File: src/rtl/dmem_arb_pkg.sv
// rtl/dmem_arb_pkg.sv - shared types and defaults for the data-memory arbiter
// Purpose: read-return owner encoding, arbiter FSM states, default starvation threshold.
package dmem_arb_pkg;

  typedef enum logic [1:0] {
    OWN_NONE = 2'd0,
    OWN_M    = 2'd1,
    OWN_D    = 2'd2
  } owner_t;

  typedef enum logic {
    PIPE_PRIO = 1'b0,
    FORCE_D   = 1'b1
  } state_t;

  localparam int STARVE_MAX_DEFAULT = 4;

endpackage

File: src/rtl/dmem_arbiter_if.sv
// rtl/dmem_arbiter_if.sv - bus bundle between pipeline/debug requesters, arbiter and data memory
// Purpose: groups the M requester, D requester and memory-port signals.
// slave  : arbiter view (requests in, grants/read data/memory strobes out, mem_rdata in)
// master : environment view (pipeline, debug port and memory), directions mirrored
interface dmem_arbiter_if #(
  parameter int ADDR_W = 32,
  parameter int DATA_W = 32
);
  logic              m_req;
  logic              m_we;
  logic [ADDR_W-1:0] m_addr;
  logic [DATA_W-1:0] m_wdata;
  logic              stall_m;
  logic              m_rvalid;
  logic [DATA_W-1:0] m_rdata;

  logic              d_req;
  logic              d_we;
  logic [ADDR_W-1:0] d_addr;
  logic [DATA_W-1:0] d_wdata;
  logic              d_gnt;
  logic              d_rvalid;
  logic [DATA_W-1:0] d_rdata;

  logic              mem_en;
  logic              mem_we;
  logic [ADDR_W-1:0] mem_addr;
  logic [DATA_W-1:0] mem_wdata;
  logic [DATA_W-1:0] mem_rdata;

  modport slave (
    input  m_req, m_we, m_addr, m_wdata,
    output stall_m, m_rvalid, m_rdata,
    input  d_req, d_we, d_addr, d_wdata,
    output d_gnt, d_rvalid, d_rdata,
    output mem_en, mem_we, mem_addr, mem_wdata,
    input  mem_rdata
  );

  modport master (
    output m_req, m_we, m_addr, m_wdata,
    input  stall_m, m_rvalid, m_rdata,
    output d_req, d_we, d_addr, d_wdata,
    input  d_gnt, d_rvalid, d_rdata,
    input  mem_en, mem_we, mem_addr, mem_wdata,
    output mem_rdata
  );

endinterface

File: src/rtl/starve_counter.sv
// rtl/starve_counter.sv - saturating count of consecutive denied D cycles
// Ports: clk, rst (async, active-low), clr (D granted), inc (D denied), at_max (count == MAX).
module starve_counter #(
  parameter int MAX = 4,
  parameter int W   = $clog2(MAX + 1)
) (
  input  logic clk,
  input  logic rst,
  input  logic clr,
  input  logic inc,
  output logic at_max
);

  logic [W-1:0] cnt;

  assign at_max = (cnt == W'(MAX));

  always_ff @(posedge clk or negedge rst) begin
    if (!rst) begin
      cnt <= '0;
    end else if (clr) begin
      cnt <= '0;
    end else if (inc && !at_max) begin
      cnt <= cnt + 1'b1;
    end
  end

endmodule

File: src/rtl/dmem_arbiter.sv
// rtl/dmem_arbiter.sv - single-port data-memory arbiter, pipeline priority with D starvation guard
// Ports: clk, rst (async, active-low), bus (dmem_arbiter_if.slave):
//   M: m_req/m_we/m_addr/m_wdata in, stall_m/m_rvalid/m_rdata out
//   D: d_req/d_we/d_addr/d_wdata in, d_gnt/d_rvalid/d_rdata out
//   memory: mem_en/mem_we/mem_addr/mem_wdata out, mem_rdata in (one-cycle read latency)
module dmem_arbiter
  import dmem_arb_pkg::*;
#(
  parameter int ADDR_W     = 32,
  parameter int DATA_W     = 32,
  parameter int STARVE_MAX = STARVE_MAX_DEFAULT
) (
  input logic            clk,
  input logic            rst,
  dmem_arbiter_if.slave  bus
);

  state_t state, state_nxt;
  owner_t rd_owner, rd_owner_nxt;
  logic   at_max;
  logic   force_d;
  logic   d_gnt;
  logic   m_gnt;

  // Grants are gated by rst so nothing reaches memory while reset is held.
  assign force_d = at_max || (state == FORCE_D);
  assign d_gnt   = rst && bus.d_req && (!bus.m_req || force_d);
  assign m_gnt   = rst && bus.m_req && !d_gnt;

  starve_counter #(
    .MAX (STARVE_MAX)
  ) u_starve (
    .clk    (clk),
    .rst    (rst),
    .clr    (d_gnt),
    .inc    (rst && bus.d_req && !d_gnt),
    .at_max (at_max)
  );

  // FORCE_D remembers a saturated D while its request is dropped; the
  // counter also holds at max there, so the two stay consistent.
  always_ff @(posedge clk or negedge rst) begin
    if (!rst) begin
      state    <= PIPE_PRIO;
      rd_owner <= OWN_NONE;
    end else begin
      state    <= state_nxt;
      rd_owner <= rd_owner_nxt;
    end
  end

  always_comb begin
    state_nxt = state;
    case (state)
      PIPE_PRIO: if (at_max && !d_gnt) state_nxt = FORCE_D;
      FORCE_D:   if (d_gnt)            state_nxt = PIPE_PRIO;
      default:   state_nxt = PIPE_PRIO;
    endcase
  end

  always_comb begin
    rd_owner_nxt = OWN_NONE;
    if (d_gnt && !bus.d_we) begin
      rd_owner_nxt = OWN_D;
    end else if (m_gnt && !bus.m_we) begin
      rd_owner_nxt = OWN_M;
    end
  end

  always_comb begin
    bus.mem_en    = m_gnt || d_gnt;
    bus.mem_we    = 1'b0;
    bus.mem_addr  = {ADDR_W{1'b0}};
    bus.mem_wdata = {DATA_W{1'b0}};
    if (d_gnt) begin
      bus.mem_we    = bus.d_we;
      bus.mem_addr  = bus.d_addr;
      bus.mem_wdata = bus.d_wdata;
    end else if (m_gnt) begin
      bus.mem_we    = bus.m_we;
      bus.mem_addr  = bus.m_addr;
      bus.mem_wdata = bus.m_wdata;
    end
  end

  assign bus.d_gnt    = d_gnt;
  assign bus.stall_m  = bus.m_req && d_gnt;
  assign bus.m_rvalid = (rd_owner == OWN_M);
  assign bus.d_rvalid = (rd_owner == OWN_D);
  assign bus.m_rdata  = (rd_owner == OWN_M) ? bus.mem_rdata : {DATA_W{1'b0}};
  assign bus.d_rdata  = (rd_owner == OWN_D) ? bus.mem_rdata : {DATA_W{1'b0}};

endmodule

File: src/flat_wrapper.sv
// flat-port wrapper written by rule: the top's interface ports become plain ports
module dmem_arbiter_flat import dmem_arb_pkg::*;
#(
  parameter int ADDR_W     = 32,
  parameter int DATA_W     = 32,
  parameter int STARVE_MAX = STARVE_MAX_DEFAULT
)
  (clk, rst, bus_m_req, bus_m_we, bus_m_addr, bus_m_wdata, bus_stall_m, bus_m_rvalid, bus_m_rdata, bus_d_req, bus_d_we, bus_d_addr, bus_d_wdata, bus_d_gnt, bus_d_rvalid, bus_d_rdata, bus_mem_en, bus_mem_we, bus_mem_addr, bus_mem_wdata, bus_mem_rdata);
  dmem_arbiter_if #(.ADDR_W(ADDR_W), .DATA_W(DATA_W)) bus_i ();
  input logic clk;
  input logic rst;
  input wire logic [$bits(bus_i.m_req)-1:0] bus_m_req;
  input wire logic [$bits(bus_i.m_we)-1:0] bus_m_we;
  input wire logic [$bits(bus_i.m_addr)-1:0] bus_m_addr;
  input wire logic [$bits(bus_i.m_wdata)-1:0] bus_m_wdata;
  output wire logic [$bits(bus_i.stall_m)-1:0] bus_stall_m;
  output wire logic [$bits(bus_i.m_rvalid)-1:0] bus_m_rvalid;
  output wire logic [$bits(bus_i.m_rdata)-1:0] bus_m_rdata;
  input wire logic [$bits(bus_i.d_req)-1:0] bus_d_req;
  input wire logic [$bits(bus_i.d_we)-1:0] bus_d_we;
  input wire logic [$bits(bus_i.d_addr)-1:0] bus_d_addr;
  input wire logic [$bits(bus_i.d_wdata)-1:0] bus_d_wdata;
  output wire logic [$bits(bus_i.d_gnt)-1:0] bus_d_gnt;
  output wire logic [$bits(bus_i.d_rvalid)-1:0] bus_d_rvalid;
  output wire logic [$bits(bus_i.d_rdata)-1:0] bus_d_rdata;
  output wire logic [$bits(bus_i.mem_en)-1:0] bus_mem_en;
  output wire logic [$bits(bus_i.mem_we)-1:0] bus_mem_we;
  output wire logic [$bits(bus_i.mem_addr)-1:0] bus_mem_addr;
  output wire logic [$bits(bus_i.mem_wdata)-1:0] bus_mem_wdata;
  input wire logic [$bits(bus_i.mem_rdata)-1:0] bus_mem_rdata;
  assign bus_i.m_req = bus_m_req;
  assign bus_i.m_we = bus_m_we;
  assign bus_i.m_addr = bus_m_addr;
  assign bus_i.m_wdata = bus_m_wdata;
  assign bus_stall_m = bus_i.stall_m;
  assign bus_m_rvalid = bus_i.m_rvalid;
  assign bus_m_rdata = bus_i.m_rdata;
  assign bus_i.d_req = bus_d_req;
  assign bus_i.d_we = bus_d_we;
  assign bus_i.d_addr = bus_d_addr;
  assign bus_i.d_wdata = bus_d_wdata;
  assign bus_d_gnt = bus_i.d_gnt;
  assign bus_d_rvalid = bus_i.d_rvalid;
  assign bus_d_rdata = bus_i.d_rdata;
  assign bus_mem_en = bus_i.mem_en;
  assign bus_mem_we = bus_i.mem_we;
  assign bus_mem_addr = bus_i.mem_addr;
  assign bus_mem_wdata = bus_i.mem_wdata;
  assign bus_i.mem_rdata = bus_mem_rdata;
  dmem_arbiter #(.ADDR_W(ADDR_W), .DATA_W(DATA_W), .STARVE_MAX(STARVE_MAX)) u_core (.clk(clk), .rst(rst), .bus(bus_i));
endmodule
File: config.mk
export PLATFORM = sky130hd
export DESIGN_NAME = dmem_arbiter_flat
export DESIGN_NICKNAME = d
export VERILOG_FILES = /design/src/rtl/dmem_arb_pkg.sv /design/src/rtl/dmem_arbiter_if.sv /design/src/rtl/starve_counter.sv /design/src/rtl/dmem_arbiter.sv /design/src/flat_wrapper.sv
export SDC_FILE = /design/constraint.sdc
export NUM_CORES = 1
export LEC_CHECK = 0
export CORE_AREA = 10 10 108 110
export CTS_BUF_LIST = sky130_fd_sc_hd__clkbuf_4
export CTS_CLUSTER_DIAMETER = 60
export CTS_CLUSTER_SIZE = 8
export DETAILED_ROUTE_END_ITERATION = 8
export DIE_AREA = 0 0 118 120
export GPL_TIMING_DRIVEN = 1
export MAX_ROUTING_LAYER = met4
export PLACE_DENSITY = 0.68
export SETUP_SLACK_MARGIN = 0.4
export SLEW_MARGIN = 20
export SYNTH_ARGS = -nofsm -noshare
export SYNTH_HDL_FRONTEND = slang
export SYNTH_SLANG_ARGS = --single-unit
File: constraint.sdc
create_clock -name clk -period 3.6 [get_ports clk]
set_clock_uncertainty 0.05 [all_clocks]
set_input_delay 0.36 -clock clk [delete_from_list [all_inputs] [get_ports clk]]
set_output_delay 0.36 -clock clk [all_outputs]
set_load 0.05 [all_outputs]
Word-level counts from Yosys, hierarchy flattened
Index checks and enable logic that the tools add are counted.
- register bits after elaboration: 6
- input bits: 166
- logic and storage cells: 42
- $add $sub $neg: 1
- equal/unequal tests: 3
- muxes and demuxes: 15
- bitwise gates (word level): 1
- reductions and logical operators: 19
- operators by type and width (operator ; count):
    $mux 32 ; 6
    $logic_and 1x1->1 ; 10
    $mux 3 ; 2
    $logic_not 1->1 ; 5
    $mux 1 ; 5
    $add 3x1->3 const B ; 1
    $eq 3x3->1 const B ; 1
    $logic_or 1x1->1 ; 3
    $eq 2x1->1 const B ; 1
    $eq 2x2->1 const B ; 1
    $mux 2 ; 1
    $pmux 1 s2 ; 1
    $reduce_bool 2->1 ; 1
    $not 1->1 ; 1

Longest topological paths before layout
- depth in word-level cells: 9
- mapped depth: 7
- mapped depth without buffers: 5

Cells and area by module
A second synthesis with hierarchy kept.
- cell total of the unflattened synthesis: 185
- area total of the unflattened synthesis: 1455.1 um^2
- by module, submodules not included (module ; times used ; cells each ; area each (um^2) ; sequential area each (um^2)):
    dmem_arbiter ; 1 ; 167 ; 1257.5 ; 75.1
    starve_counter ; 1 ; 18 ; 197.7 ; 75.1

Worst setup path before layout
Ideal clock, no wire load.
- kind: register -> output
- from: reg u_core.u_starve.cnt[0]
- to: out bus_mem_wdata[18]
- arrival: 1.773 ns
- path slack: 1.417 ns
- stages on the path, launching flop included: 7
- buffers on the path: 1
- cell sequence: dfrtp_1 -> inv_1 -> ha_1 -> a21oi_4 -> a21oi_2 -> buf_2 -> a22o_1
- cells in the longest elaborated chain, start to end: 8
- ends and longest elaborated chain (item ; RTL line ; text):
    from (decl) ; starve_counter.sv:14 ; logic [W-1:0] cnt;
    from (signal assigned) ; starve_counter.sv:24 ; cnt <= cnt + 1'b1;
    $eq 3x3->1 * ; starve_counter.sv:16 ; assign at_max = (cnt == W'(MAX));
    $logic_or 1x1->1 * ; dmem_arbiter.sv:26 ; assign force_d = at_max || (state == FORCE_D);
    $logic_or 1x1->1 * ; dmem_arbiter.sv:27 ; assign d_gnt = rst && bus.d_req && (!bus.m_req || force_d);
    $logic_and 1x1->1 * ; dmem_arbiter.sv:27 ;
    named net bus_d_gnt ; flat_wrapper.sv:23 ; output wire logic [$bits(bus_i.d_gnt)-1:0] bus_d_gnt;
    $logic_not 1->1 ; dmem_arbiter.sv:28 ; assign m_gnt = rst && bus.m_req && !d_gnt;
    $logic_and 1x1->1 ; dmem_arbiter.sv:28 ;
    $mux 32 ; dmem_arbiter.sv:79 ; end else if (m_gnt) begin
    $mux 32 * ; dmem_arbiter.sv:75 ; if (d_gnt) begin
    to (decl) ; flat_wrapper.sv:29 ; output wire logic [$bits(bus_i.mem_wdata)-1:0] bus_mem_wdata;
Mark *: on every way through the listed nets, which the timed path passes. The rest lies on a longest branch.

Worst setup path in the final report
- from: in bus_m_req
- to: out bus_mem_addr[6]
- cells in the longest elaborated chain, start to end: 7
- elaborated cells on any way between the ends: 8
- classes of those cells: mux: 2; reduce/logical: 6
- ends and longest elaborated chain (item ; RTL line ; text):
    from (decl) ; flat_wrapper.sv:12 ; input wire logic [$bits(bus_i.m_req)-1:0] bus_m_req;
    $logic_not 1->1 ; dmem_arbiter.sv:27 ;
    $logic_or 1x1->1 ; dmem_arbiter.sv:27 ;
    $logic_and 1x1->1 ; dmem_arbiter.sv:27 ;
    $logic_not 1->1 ; dmem_arbiter.sv:28 ;
    $logic_and 1x1->1 ; dmem_arbiter.sv:28 ;
    $mux 32 ; dmem_arbiter.sv:79 ;
    $mux 32 * ; dmem_arbiter.sv:75 ;
    to (decl) ; flat_wrapper.sv:28 ; output wire logic [$bits(bus_i.mem_addr)-1:0] bus_mem_addr;
Mark *: on every way between the ends. The rest lies on a longest branch, timed or not.

==> results.md <==
- Slew HR: 61.6%
- Pin count of the biggest net entering global routing: 50
- Max Slew Vio Count: 0
- Height of the die: 120 um
- Crit-path cells: clkdlybuf4s50_1 -> nand2_1 -> a21oi_4 -> a22o_1 -> clkdlybuf4s50_1
- Initial DRC Count: 152
- Tot Pwr: approximately 0.0014 W
- Deepest clock path buffer count: 2
- Layout area overhead: 206%
- Cells after Synth: between 150 and 200
- H-tree depth: 1
- Final wirelength: 11.8 mm
- Synth Area in XOR/XNOR: 0%
- Via density: 4.28
- Clock transition at path regs: 40 ps
- Synthesized flop and latch total: 6
- N_diodes: 0
- Final worst path period share: 83.1%
- Critical path endpoint category: output pin
- Post-synthesis compound-gate area fraction: 43.4%
- I/O Buffers: 299
- RSZ-0062 raised after global routing: false
- Mux contribution to synthesized area: 0.775%
- Ports: 300
- WL per Instance: about 20 um
- Critical path startpoint category: primary input
- Worst VDD drop: 0.192 mV
- Vias in the first global route: between 2000 and 3000
- GR Util All Layers: 15.0%
- Root Driver: clkbuf_4
- WP data required: 3190 ps
- Die Wd: 118 um
- Critical path type: in2out
- Type of the worst min-delay path: in2async
- Final setup viols: 0
- Crit Path Max Fanout: 17
- Core Area: 9550 sq um
- Yosys warns: 0
- Hold_buf cts: 0
- Layout cells sized above 1: between 10% and 20%
- First-pass GRT wire length: between 15 and 20 mm
- Die area: 14200 sq um
- Largest family of logic cells by synthesized area: compound AO/OA/AOI/OAI gates
- Post-CTS sizing: 0
- Seq/Total Area, Yosys: 10.3%
- NumNets Final: 642
- Worst-skew pair later-pin latency: 240 ps
- TritonRoute pass-1 iters: 4
- Endpoints failing hold: 6
- Synthesized area: between 1000 and 1500 sq um
- Failing checks: negative hold slack
- Initial antenna violation count: 0
- Commonest non-fill, non-tap cell in the layout: clkdlybuf4s50_1
- Filler Cell Count: 927
- Leakage power: 2.01 nW
- Clock sink count: 6
- Pwr Density: 307 nW/um^2
- Most frequent cells in the layout: clkdlybuf4s50_1, and2_1, a22o_1
- Post-CTS Setup Bufs: 0
- Post-synth top flop: dfrtp_1
- Cell mode on critical path: clkdlybuf4s50_1
- Net Count, Synth: between 300 and 400
- DR DRC count: 0
- Setup_tns: 0 ps
- Fmax: 0.334 GHz
- Simple-gate share of the synthesized area: 33.4%
- Period minus WS final: 2990 ps
- Synth Area per Inst: between 7 and 8 sq um
- Post-Synth Adder-Cell Area: about 1.7%
- Row cnt: 36
- Initial core utilization: between 15 and 20%
- Global route overflow: 0
- Delay-heaviest family, CP: buffers and inverters
- Post-synthesis async set-or-reset flop share: 100%
- CP bufs+invs: 2
- Count of flip-flops with a built-in enable after synthesis: 0
- Routability cong.: 0.815
- Count of cell types in the netlist: 22
- WHS: -12.7 ps
- Arrival time at the worst endpoint: 2580 ps
- Worst-margin pin slew: about 570 ps
- Worst path max stage delay: ~800 ps
- TritonCTS buffer count: 3
- Hpwl dp: 10.6 mm
- Outcome: finished with violations
- Vias: 2592
- Final ANT Viol Nets: 0
- Max_cap viols: 0
- Crit-path slowest cell: clkdlybuf4s50_1
- CTS tree: built
sequential cells by signal, indices dropped and copies added (netlist names):
| register | cells |
|---|---|
| u_core.u_starve.cnt | 3 |
| u_core.state | 1 |
| u_core.rd_owner | 2 |
logic make-up (layout without fill, tap and decap cells):
family,after synthesis,after routing
AO/OA/AOI/OAI,73,73
adder cells (fa/ha/maj),2,2
buffers and inverters,23,310
flip-flops,6,6
multiplexers,1,1
AND/OR/NAND/NOR,80,80
worst register-to-register path, stage by stage (launching register included):
cell and delay (ps):
dfrtp_1 340, inv_1 70, ha_1 240, a21o_1 230, a21oi_4 410, nor2b_1 190
cell type report:
class                   instances  area, sq um  share of cell area [%]
clock buffers                   3         22.5                   0.506
inverters                       2         7.51                   0.169
multi-input cells             156         1170                    26.2
flip-flops and latches          6          150                    3.37
well taps                     133          166                    3.74
repair buffers                305         2940                    66.0
where the power goes:
part / switching [W] / internal (W) / total, W
Clock: 0.0000238 / 0.0000377 / 0.0000615
Combinational: 0.000731 / 0.000471 / 0.00120
Sequential: 0.0000183 / 0.0000861 / 0.000104
Total: 0.000773 / 0.000595 / 0.00137
through the flow:
| stage | utilization, % | instance area (sq um) | setup WS, ps | hold slack, ps | cells |
|---|---|---|---|---|---|
| floorplan | - | 1450 | 1420 | 14.4 | 185 |
| global route | 46.6 | 4450 | 531 | 16.5 | 605 |
| finish | 46.6 | 4450 | 608 | -12.7 | 605 |
| CTS | 46.3 | 4420 | 463 | 382 | 605 |
| global placement | 46.1 | 4400 | 562 | 513 | 602 |
| detailed placement | 46.1 | 4400 | 474 | 526 | 602 |
cell usage after synthesis (2+ instances only):
| cell type | count | area [sq um] |
|---|---|---|
| nand2_1 | 5 | 18.8 |
| nor2b_1 | 6 | 37.5 |
| inv_1 | 2 | 7.51 |
| ha_1 | 2 | 25.0 |
| clkbuf_1 | 7 | 26.3 |
| and2_1 | 65 | 407 |
| buf_4 | 4 | 30.0 |
| o21ai_0 | 2 | 10.0 |
| buf_2 | 4 | 20.0 |
| buf_6 | 6 | 67.6 |
| and3_1 | 2 | 12.5 |
| dfrtp_1 | 6 | 150 |
| a22o_1 | 64 | 561 |
| a21oi_2 | 2 | 17.5 |
worst paths after layout:
| kind | start | end | slack (ps) | depth (start not counted) |
|---|---|---|---|---|
| worst min register to register | u_core.state$_DFF_PN0_ | u_core.state$_DFF_PN0_ | 550 | 2 |
| worst max register to register | u_core.u_starve.cnt[0]$_DFFE_PN0P_ | u_core.rd_owner[0]$_DFF_PN0_ | 2000 | 5 |
| min in group clk | u_core.state$_DFF_PN0_ | u_core.state$_DFF_PN0_ | 550 | 2 |
| worst max-delay path | bus_m_req | bus_mem_addr[6] | 610 | 5 |
| max in group asynchronous | rst | u_core.u_starve.cnt[1]$_DFFE_PN0P_ | 3220 | 1 |
| worst min-delay path | rst | u_core.rd_owner[1]$_DFF_PN0_ | -10 | 1 |
layer usage:
layer  routed length [um]  GRT usage (%)
met1                 4470           15.3
met5                    0              -
met3                 1190           5.16
met2                 6060           27.7
met4                   82           2.24
Power figures use the tool's default switching activity.
